### config.mk
export PLATFORM = sky130hd
export DESIGN_NAME = kalman_fpop_arbiter
export DESIGN_NICKNAME = d
export VERILOG_FILES = /design/src/rtl/kalman_fpop_arbiter.sv
export SDC_FILE = /design/constraint.sdc
export NUM_CORES = 1
export LEC_CHECK = 0
export CORE_AREA = 3 3 154 156
export CTS_CLUSTER_SIZE = 16
export DETAILED_ROUTE_END_ITERATION = 10
export DIE_AREA = 0 0 157 159
export PLACE_DENSITY = 0.69
export SLEW_MARGIN = 40
export SYNTH_ARGS = -nofsm -noshare
export SYNTH_HDL_FRONTEND = slang
export SYNTH_SLANG_ARGS = --single-unit
### constraint.sdc
create_clock -name clock -period 3.5 [get_ports clock]
set_clock_uncertainty 0.05 [all_clocks]
set_input_delay 0.35 -clock clock [delete_from_list [all_inputs] [get_ports clock]]
set_output_delay 0.35 -clock clock [all_outputs]
set_load 0.05 [all_outputs]
### src/rtl/kalman_fpop_arbiter.sv
// Shares one fixed-latency FP operator among NREQ requesters and returns tagged results.
// Define KALMAN_ARB_ROUNDROBIN_EN for round-robin grants; otherwise the lowest index wins.
module kalman_fpop_arbiter #(
   parameter int unsigned NREQ  = 4,
   parameter int unsigned WIDTH = 32,
   parameter int unsigned OPLAT = 6
) (
   input  logic                  clock,
   input  logic                  reset,
   input  logic [NREQ-1:0]       reqvalid,
   input  logic [NREQ*WIDTH-1:0] reqdataa,
   input  logic [NREQ*WIDTH-1:0] reqdatab,
   output logic [NREQ-1:0]       reqready,
   output logic [WIDTH-1:0]      opdataa,
   output logic [WIDTH-1:0]      opdatab,
   output logic                  opvalida,
   output logic                  opvalidb,
   input  logic [WIDTH-1:0]      opresult,
   output logic [NREQ-1:0]       respvalid,
   output logic [WIDTH-1:0]      respresult,
   output logic                  busy
);
   localparam int unsigned IDXW = (NREQ > 1) ? $clog2(NREQ) : 1;

   logic [IDXW-1:0]  grant_idx;
   logic             grant_any;
   logic             xfer;
   logic [WIDTH-1:0] sel_a;
   logic [WIDTH-1:0] sel_b;

   logic [OPLAT:0]   tag_valid_q;
   logic [IDXW-1:0]  tag_idx_q [OPLAT+1];
   logic [WIDTH-1:0] opdataa_q;
   logic [WIDTH-1:0] opdatab_q;
   logic [WIDTH-1:0] respresult_q;
   logic [NREQ-1:0]  respvalid_q;
   logic [NREQ-1:0]  resp_onehot;

`ifdef KALMAN_ARB_ROUNDROBIN_EN
   logic [IDXW-1:0] ptr_q;
   logic [IDXW-1:0] idx_hi;
   logic            found_hi;

   always_comb begin
      grant_idx = '0;
      grant_any = 1'b0;
      idx_hi    = '0;
      found_hi  = 1'b0;
      // Descending scan: the last write is the lowest qualifying index.
      for (int i = int'(NREQ) - 1; i >= 0; i--) begin
         if (reqvalid[i]) begin
            grant_idx = IDXW'(i);
            grant_any = 1'b1;
            if (i > int'(ptr_q)) begin
               idx_hi   = IDXW'(i);
               found_hi = 1'b1;
            end
         end
      end
      if (found_hi) grant_idx = idx_hi;
   end

   always_ff @(posedge clock or negedge reset) begin
      if (!reset) begin
         ptr_q <= IDXW'(NREQ - 1);
      end else if (xfer) begin
         ptr_q <= grant_idx;
      end
   end
`else
   always_comb begin
      grant_idx = '0;
      grant_any = 1'b0;
      for (int i = int'(NREQ) - 1; i >= 0; i--) begin
         if (reqvalid[i]) begin
            grant_idx = IDXW'(i);
            grant_any = 1'b1;
         end
      end
   end
`endif

   always_comb begin
      reqready = '0;
      if (reset && grant_any) reqready[grant_idx] = 1'b1;
   end

   assign xfer = |(reqvalid & reqready);

   always_comb begin
      sel_a = '0;
      sel_b = '0;
      for (int unsigned i = 0; i < NREQ; i++) begin
         if (grant_idx == IDXW'(i)) begin
            sel_a = reqdataa[i*WIDTH +: WIDTH];
            sel_b = reqdatab[i*WIDTH +: WIDTH];
         end
      end
   end

   always_comb begin
      resp_onehot = '0;
      if (tag_valid_q[OPLAT]) resp_onehot[tag_idx_q[OPLAT]] = 1'b1;
   end

   always_ff @(posedge clock or negedge reset) begin
      if (!reset) begin
         tag_valid_q  <= '0;
         opdataa_q    <= '0;
         opdatab_q    <= '0;
         respvalid_q  <= '0;
         respresult_q <= '0;
         for (int i = 0; i <= int'(OPLAT); i++) tag_idx_q[i] <= '0;
      end else begin
         tag_valid_q  <= {tag_valid_q[OPLAT-1:0], xfer};
         tag_idx_q[0] <= grant_idx;
         for (int i = 1; i <= int'(OPLAT); i++) tag_idx_q[i] <= tag_idx_q[i-1];
         if (xfer) begin
            opdataa_q <= sel_a;
            opdatab_q <= sel_b;
         end
         respvalid_q <= resp_onehot;
         if (tag_valid_q[OPLAT]) respresult_q <= opresult;
      end
   end

   // Stage 0 of the tag pipeline is exactly the operator's input-valid cycle.
   assign opvalida   = tag_valid_q[0];
   assign opvalidb   = tag_valid_q[0];
   assign opdataa    = opdataa_q;
   assign opdatab    = opdatab_q;
   assign respvalid  = respvalid_q;
   assign respresult = respresult_q;
   assign busy       = |tag_valid_q;

endmodule

==> metrics.md, run 1 <==
| Metric | Value |
|---|---|
| Min Tclk post-route | 2730 ps |
| Number of iterations in the first detailed-routing pass | 4 |
| Commonest cells after routing, fill and taps aside | clkdlybuf4s50_1 (395), nand2_1 (131), dfrtp_1 (121) |
| Total GRT Usage | 21.0% |
| Routed len/inst | 20.0 um |
| DR DRC count | 0 |
| Maximum vdd drop | 0.264 mV |
| Util after Layout | 50.9% |
| Largest family of logic cells by synthesized area | compound AO/OA/AOI/OAI gates |
| Clock power frac | 34.4% |
| Post-Syn Area | 6780 sq um |
| Worst setup EP type | output pin |
| Sequential share of power | 32.6% |
| Detailed Place HPWL | 19.6 mm |
| Final Power | 5.02 mW |
| Ports | 401 |
| Synth Area in Compound Gates | 28.6% |
| Unrepaired setup endpoints after global routing | no |
| Die area | 25000 sq um |
| Fin Setup TNS | 0 ps |
| Die Wd | 157 um |
| Root Driver | clkbuf_16 |
| Post-route ant nets | 0 |
| H-tree Lvls | 4 |
| CTS tree | built |
| Nets | 1354 |
| Final hold vios | 0 |
| Commonest non-fill, non-tap cell in the layout | clkdlybuf4s50_1 |
| Sw frac | 35.7% |
| Post-Layout Cell Count | 1359 |
| Sequential cell area | 3030 sq um |
| Initial core utilization | 30.1% |
| CP Max Fanout | 38 |
| CTS Hold Bufs | 1 |
| Core Region | 22500 sq um |
| First-pass GRT wire length | 41.2 mm |
| Synth warn | 0 |
| Clock Latency Late Sink | 400 ps |
| Critical path type | input port to output pin |
| Reg clk slew, reported paths | 60 ps |
| Setup crit start kind | input port |
| Worst slew margin | 47.0% |
| Period Utilization, post-route | 77.9% |
| Cells after Synth | 707 |
| Fillers | 2113 |
| Pwr per Cell Area | 438 nW/um^2 |
| Growth of design area from synthesis to finish | 68.9% |
| Proportion of layout cells with a drive suffix above 1 | 5.50% |
| Final WL | 27.1 mm |
| Area of the multi-input gates | 3320 sq um |
| Total grt overflow | 0 |
| Max Freq | 367 MHz |
| Number of buffers created by CTS | 17 |
| Largest net degree at the start of global routing | 154 |
| Post-Synth Adder-Cell Area | 0% |
| Synth Register Bits | 121 |
| Row cnt | 55 |
| Max Cap Viol | 0 |
| Hold Crit Class | flip-flop to flip-flop |
| Worst Tran Pin Value | 794 ps |
| Int Pwr | 3.22 mW |
| Outcome | complete, no violations |
| LEAKAGE | 4.38 nW |
| Vias in the first global route | 7158 |
| Combinational share of power | 33.0% |
| Setup-failing EPs final | 0 |
| Distinct cells, synth | 24 |
| Clock Sinks | 121 |
| Placed Cells | 1324 |
| DR vias/cell | 5.21 |
| Slew Viols, Final | 0 |
| IO buf count | 400 |
| Mean Syn Cell Area | 9.58 sq um |
| Die extent in y | 159 um |
| Hold slack | 296 ps |
| Post-CTS Resized | 0 |
| Switching power | 1.79 mW |
| Fraction of synthesized area in multiplexers | 5.32% |
| Antenna violations before repair | 1 |
| Vias | 7084 |
| Post-CTS Repair Setup Buffers | 0 |
| Crit path required time | 3100 ps |
| Sequential area share after synthesis | 44.7% |
| Worst EP arrival | 2330 ps |
| Simple-gate area share of the yosys netlist | 14.8% |
| DRT iter0 DRCs | 387 |
| XOR/XNOR Fraction of Synth Area | 0% |
| Post-synth net total | 1001 |
| Maximum clock path buffer count | 2 |
| Gp weighted congestion | 0.840 |
-- sequential cells by signal, indices dropped and copies added, names as in the netlist --
register,count
respresult,32
tag_valid_q,7
tag_idx_q,14
respvalid,4
opdataa,32
opdatab,32
-- kinds of logic after synthesis --
family | after synthesis
AO/OA/AOI/OAI | 258
AND/OR/NAND/NOR | 211
buffers and inverters | 85
multiplexers | 32
flip-flops | 121
-- critical path, cell delays in order --
cell and delay (ps):
dlygate4sd3_1 610, buf_6 320, and3_1 210, clkdlybuf4s50_1 800
-- synth_stat cells, drive strengths merged --
cell | instances | area, sq um
and3b | 1 | 8.76
o21ai | 64 | 320
o31ai | 64 | 480
nor3 | 3 | 37.5
and2 | 1 | 6.26
a211oi | 64 | 480
o41ai | 1 | 8.76
nand2 | 131 | 492
mux2 | 32 | 360
clkbuf | 52 | 195
nor3b | 1 | 7.51
nor2b | 65 | 409
and3 | 3 | 18.8
inv | 1 | 3.75
nor2 | 5 | 18.8
dfrtp | 121 | 3030
buf | 32 | 245
o21a | 1 | 7.51
a32o | 64 | 641
nor4 | 1 | 6.26
-- final timing paths --
| check | slack [ps] | cells past startpoint | endpoint | from |
|---|---|---|---|---|
| worst max register to register | 2210 | 2 | respresult[12] | tag_valid_q[6] |
| worst max-delay path | 770 | 4 | reqready[2] | reset |
| max in group asynchronous | 1840 | 4 | tag_idx_q[11] | reset |
| worst min register to register | 300 | 0 | tag_idx_q[10] | tag_idx_q[12] |
| min in group asynchronous | 430 | 2 | opdataa[29] | reset |
| worst min-delay path | 300 | 0 | tag_idx_q[10] | tag_idx_q[12] |
-- power by group through the flow --
stage / sequential [mW] / combinational, mW / clock (mW)
6_report: 1.64 / 1.66 / 1.72
5_1_grt: 1.66 / 1.75 / 1.84
4_1_cts: 1.64 / 1.67 / 1.77
3_5_place_dp: 1.66 / 1.66 / 0
3_3_place_gp: 1.66 / 1.65 / 0
2_1_floorplan: 2.15 / 0.397 / 0
-- final cells by class --
cell class | instances | area share (%)
Tap cell | 285 | 3.12
Multi-Input combinational cell | 501 | 29.0
Antenna cell | 1 | 0.0219
Sequential cell | 121 | 26.5
Clock inverter | 15 | 1.33
Timing Repair Buffer | 418 | 36.4
Inverter | 1 | 0.0328
Clock buffer | 17 | 3.72
-- layer usage --
layer / share of wire, % / vias to the layer above / GRT usage, %
met5: 0 / - / 0
met4: 1.8 / 0 / 5.29
met3: 8.0 / 32 / 6.20
met2: 49 / 299 / 36.0
met1: 41 / 3417 / 25.8
li1: - / 3336 / -
-- through the flow --
step / cell area (sq um) / worst slack, ps
after global placement: 10800 / 925
after global routing: 11400 / 679
after CTS: 11400 / 775
after floorplan: 6780 / 1310
after detailed placement: 10800 / 889
final: 11400 / 773
Power figures use the tool's default switching activity.
==> inputs of run 2 (changes only) <==
Settings changed: CORE_AREA 3 3 154 156 to 3 3 155 157, DIE_AREA 0 0 157 159 to 0 0 158 160.
Clock period 3.5 ns to 2.6 ns, I/O delays scaled along.
==> metrics.md, run 2 (same netlist as run 1, synthesis figures left out) <==
| Metric | Value |
|---|---|
| Routed len/inst | 20.6 um |
| Worst setup EP type | output pin |
| Sequential cell area | 3030 sq um |
| Worst slew margin | 53.3% |
| Final WL | 28.0 mm |
| Ordered list of cells on the worst path | clkdlybuf4s50_1 |
| Final hold vios | 0 |
| Area of the multi-input gates | 3320 sq um |
| Min Tclk post-route | 2000 ps |
| Initial core utilization | 29.9% |
| DRT iter0 DRCs | 354 |
| Hold Crit Class | input port to asynchronous set/reset pin |
| Number of buffers created by CTS | 17 |
| Max Freq | 501 MHz |
| Die Wd | 158 um |
| Crit path max-delay family | buffers and inverters |
| First-pass GRT wire length | 41.8 mm |
| Post-Layout Cell Count | 1360 |
| DR vias/cell | 5.28 |
| Maximum clock path buffer count | 2 |
| Commonest cells after routing, fill and taps aside | clkdlybuf4s50_1 (390), nand2_1 (131), dfrtp_1 (121) |
| Vias | 7183 |
| Ports | 401 |
| Max Cap Viol | 0 |
| Commonest non-fill, non-tap cell in the layout | clkdlybuf4s50_1 |
| Fin Setup TNS | 0 ps |
| Critical path type | flip-flop to output pin |
| Root Driver | clkbuf_16 |
| Crit-path max cell delay | 850 ps |
| Post-route ant nets | 0 |
| Fillers | 2120 |
| Number of iterations in the first detailed-routing pass | 5 |
| Nets | 1355 |
| IO buf count | 400 |
| Outcome | complete, no violations |
| Final Power | 7.04 mW |
| Total grt overflow | 0 |
| Setup crit start kind | flip-flop |
| Crit path required time | 2290 ps |
| Growth of design area from synthesis to finish | 71.2% |
| Unrepaired setup endpoints after global routing | no |
| Worst EP arrival | 1690 ps |
| Placed Cells | 1326 |
| Vias in the first global route | 7283 |
| Die area | 25300 sq um |
| Gp weighted congestion | 0.840 |
| CP Buf/Inv Count | 1 |
| Proportion of layout cells with a drive suffix above 1 | 6.05% |
| DR DRC count | 0 |
| CTS Hold Bufs | 1 |
| Post-CTS Resized | 0 |
| Antenna violations before repair | 1 |
| CTS tree | built |
| Slew Viols, Final | 0 |
| Total GRT Usage | 21.5% |
| CP Max Fanout | 2 |
| Row cnt | 55 |
| LEAKAGE | 4.45 nW |
| Core Region | 22600 sq um |
| Reg clk slew, reported paths | 60 ps |
| Largest net degree at the start of global routing | 84 |
| Period Utilization, post-route | 76.8% |
| Post-CTS Repair Setup Buffers | 0 |
| Critical-path top delay cell | clkdlybuf4s50_1 |
| Clock Sinks | 121 |
| Pwr per Cell Area | 607 nW/um^2 |
| Maximum vdd drop | 0.392 mV |
| H-tree Lvls | 4 |
| Detailed Place HPWL | 20.2 mm |
| Clock Latency Late Sink | 410 ps |
| Die extent in y | 160 um |
| Setup-failing EPs final | 0 |
| Worst Tran Pin Value | 701 ps |
-- run 2: changes by cell type in the layout (fill, tap and decap cells not counted), sizes merged --
| cell | previous run | this run |
|---|---|---|
| buf | 22 | 28 |
| inv | 11 | 5 |
| clkdlybuf4s50 | 395 | 390 |
| bufinv | 0 | 4 |
| clkinv | 2 | 6 |
| clkinvlp | 3 | 1 |
-- run 2: metrics by stage --
stage	worst slack [ps]	hold slack, ps	util [%]	area [sq um]
2_1_floorplan	585	-85.6	-	6780
3_5_place_dp	514	78.1	48.3	10900
4_1_cts	577	242	51.2	11600
5_1_grt	532	262	51.2	11600
3_3_place_gp	566	79.5	48.3	10900
6_report	604	261	51.2	11600
-- run 2: layout make-up --
cell class	count	share of cell area [%]
flip-flops and latches	121	26.1
diodes	1	0.0216
repair buffers	419	36.6
clock buffers	17	3.67
multi-input cells	501	28.6
inverters	1	0.0324
well taps	285	3.08
clock inverters	15	1.87
-- run 2: worst reg2reg max path, cell delays in order (launching register included) --
cell,delay (ps)
dfrtp_1,350
buf_4,410
mux2_1,390
-- run 2: power by group --
part,internal [mW],switching (mW),total [mW],leakage [nW]
Sequential,2.09,0.122,2.21,1.48
Clock,1.63,0.949,2.58,0.312
Combinational,0.981,1.27,2.25,2.66
-- run 2: metal layers --
layer / global-route usage [%] / share of wire, % / up-vias
li1: - / - / 3332
met2: 36.1 / 49 / 324
met5: 0 / 0 / -
met3: 6.86 / 8.6 / 44
met1: 25.6 / 39 / 3483
met4: 7.78 / 3.0 / 0
-- run 2: final timing paths --
check | from | end | cells past startpoint | slack [ps]
worst min-delay path | reset | tag_idx_q[13] | 2 | 260
worst max register to register | tag_valid_q[6] | respresult[12] | 2 | 1290
worst min register to register | tag_idx_q[7] | tag_idx_q[5] | 0 | 290
min in group clock | reqvalid[0] | tag_idx_q[12] | 2 | 260
max in group asynchronous | reset | respresult[0] | 3 | 1500
worst max-delay path | opdataa[20] | opdataa[20] | 1 | 600
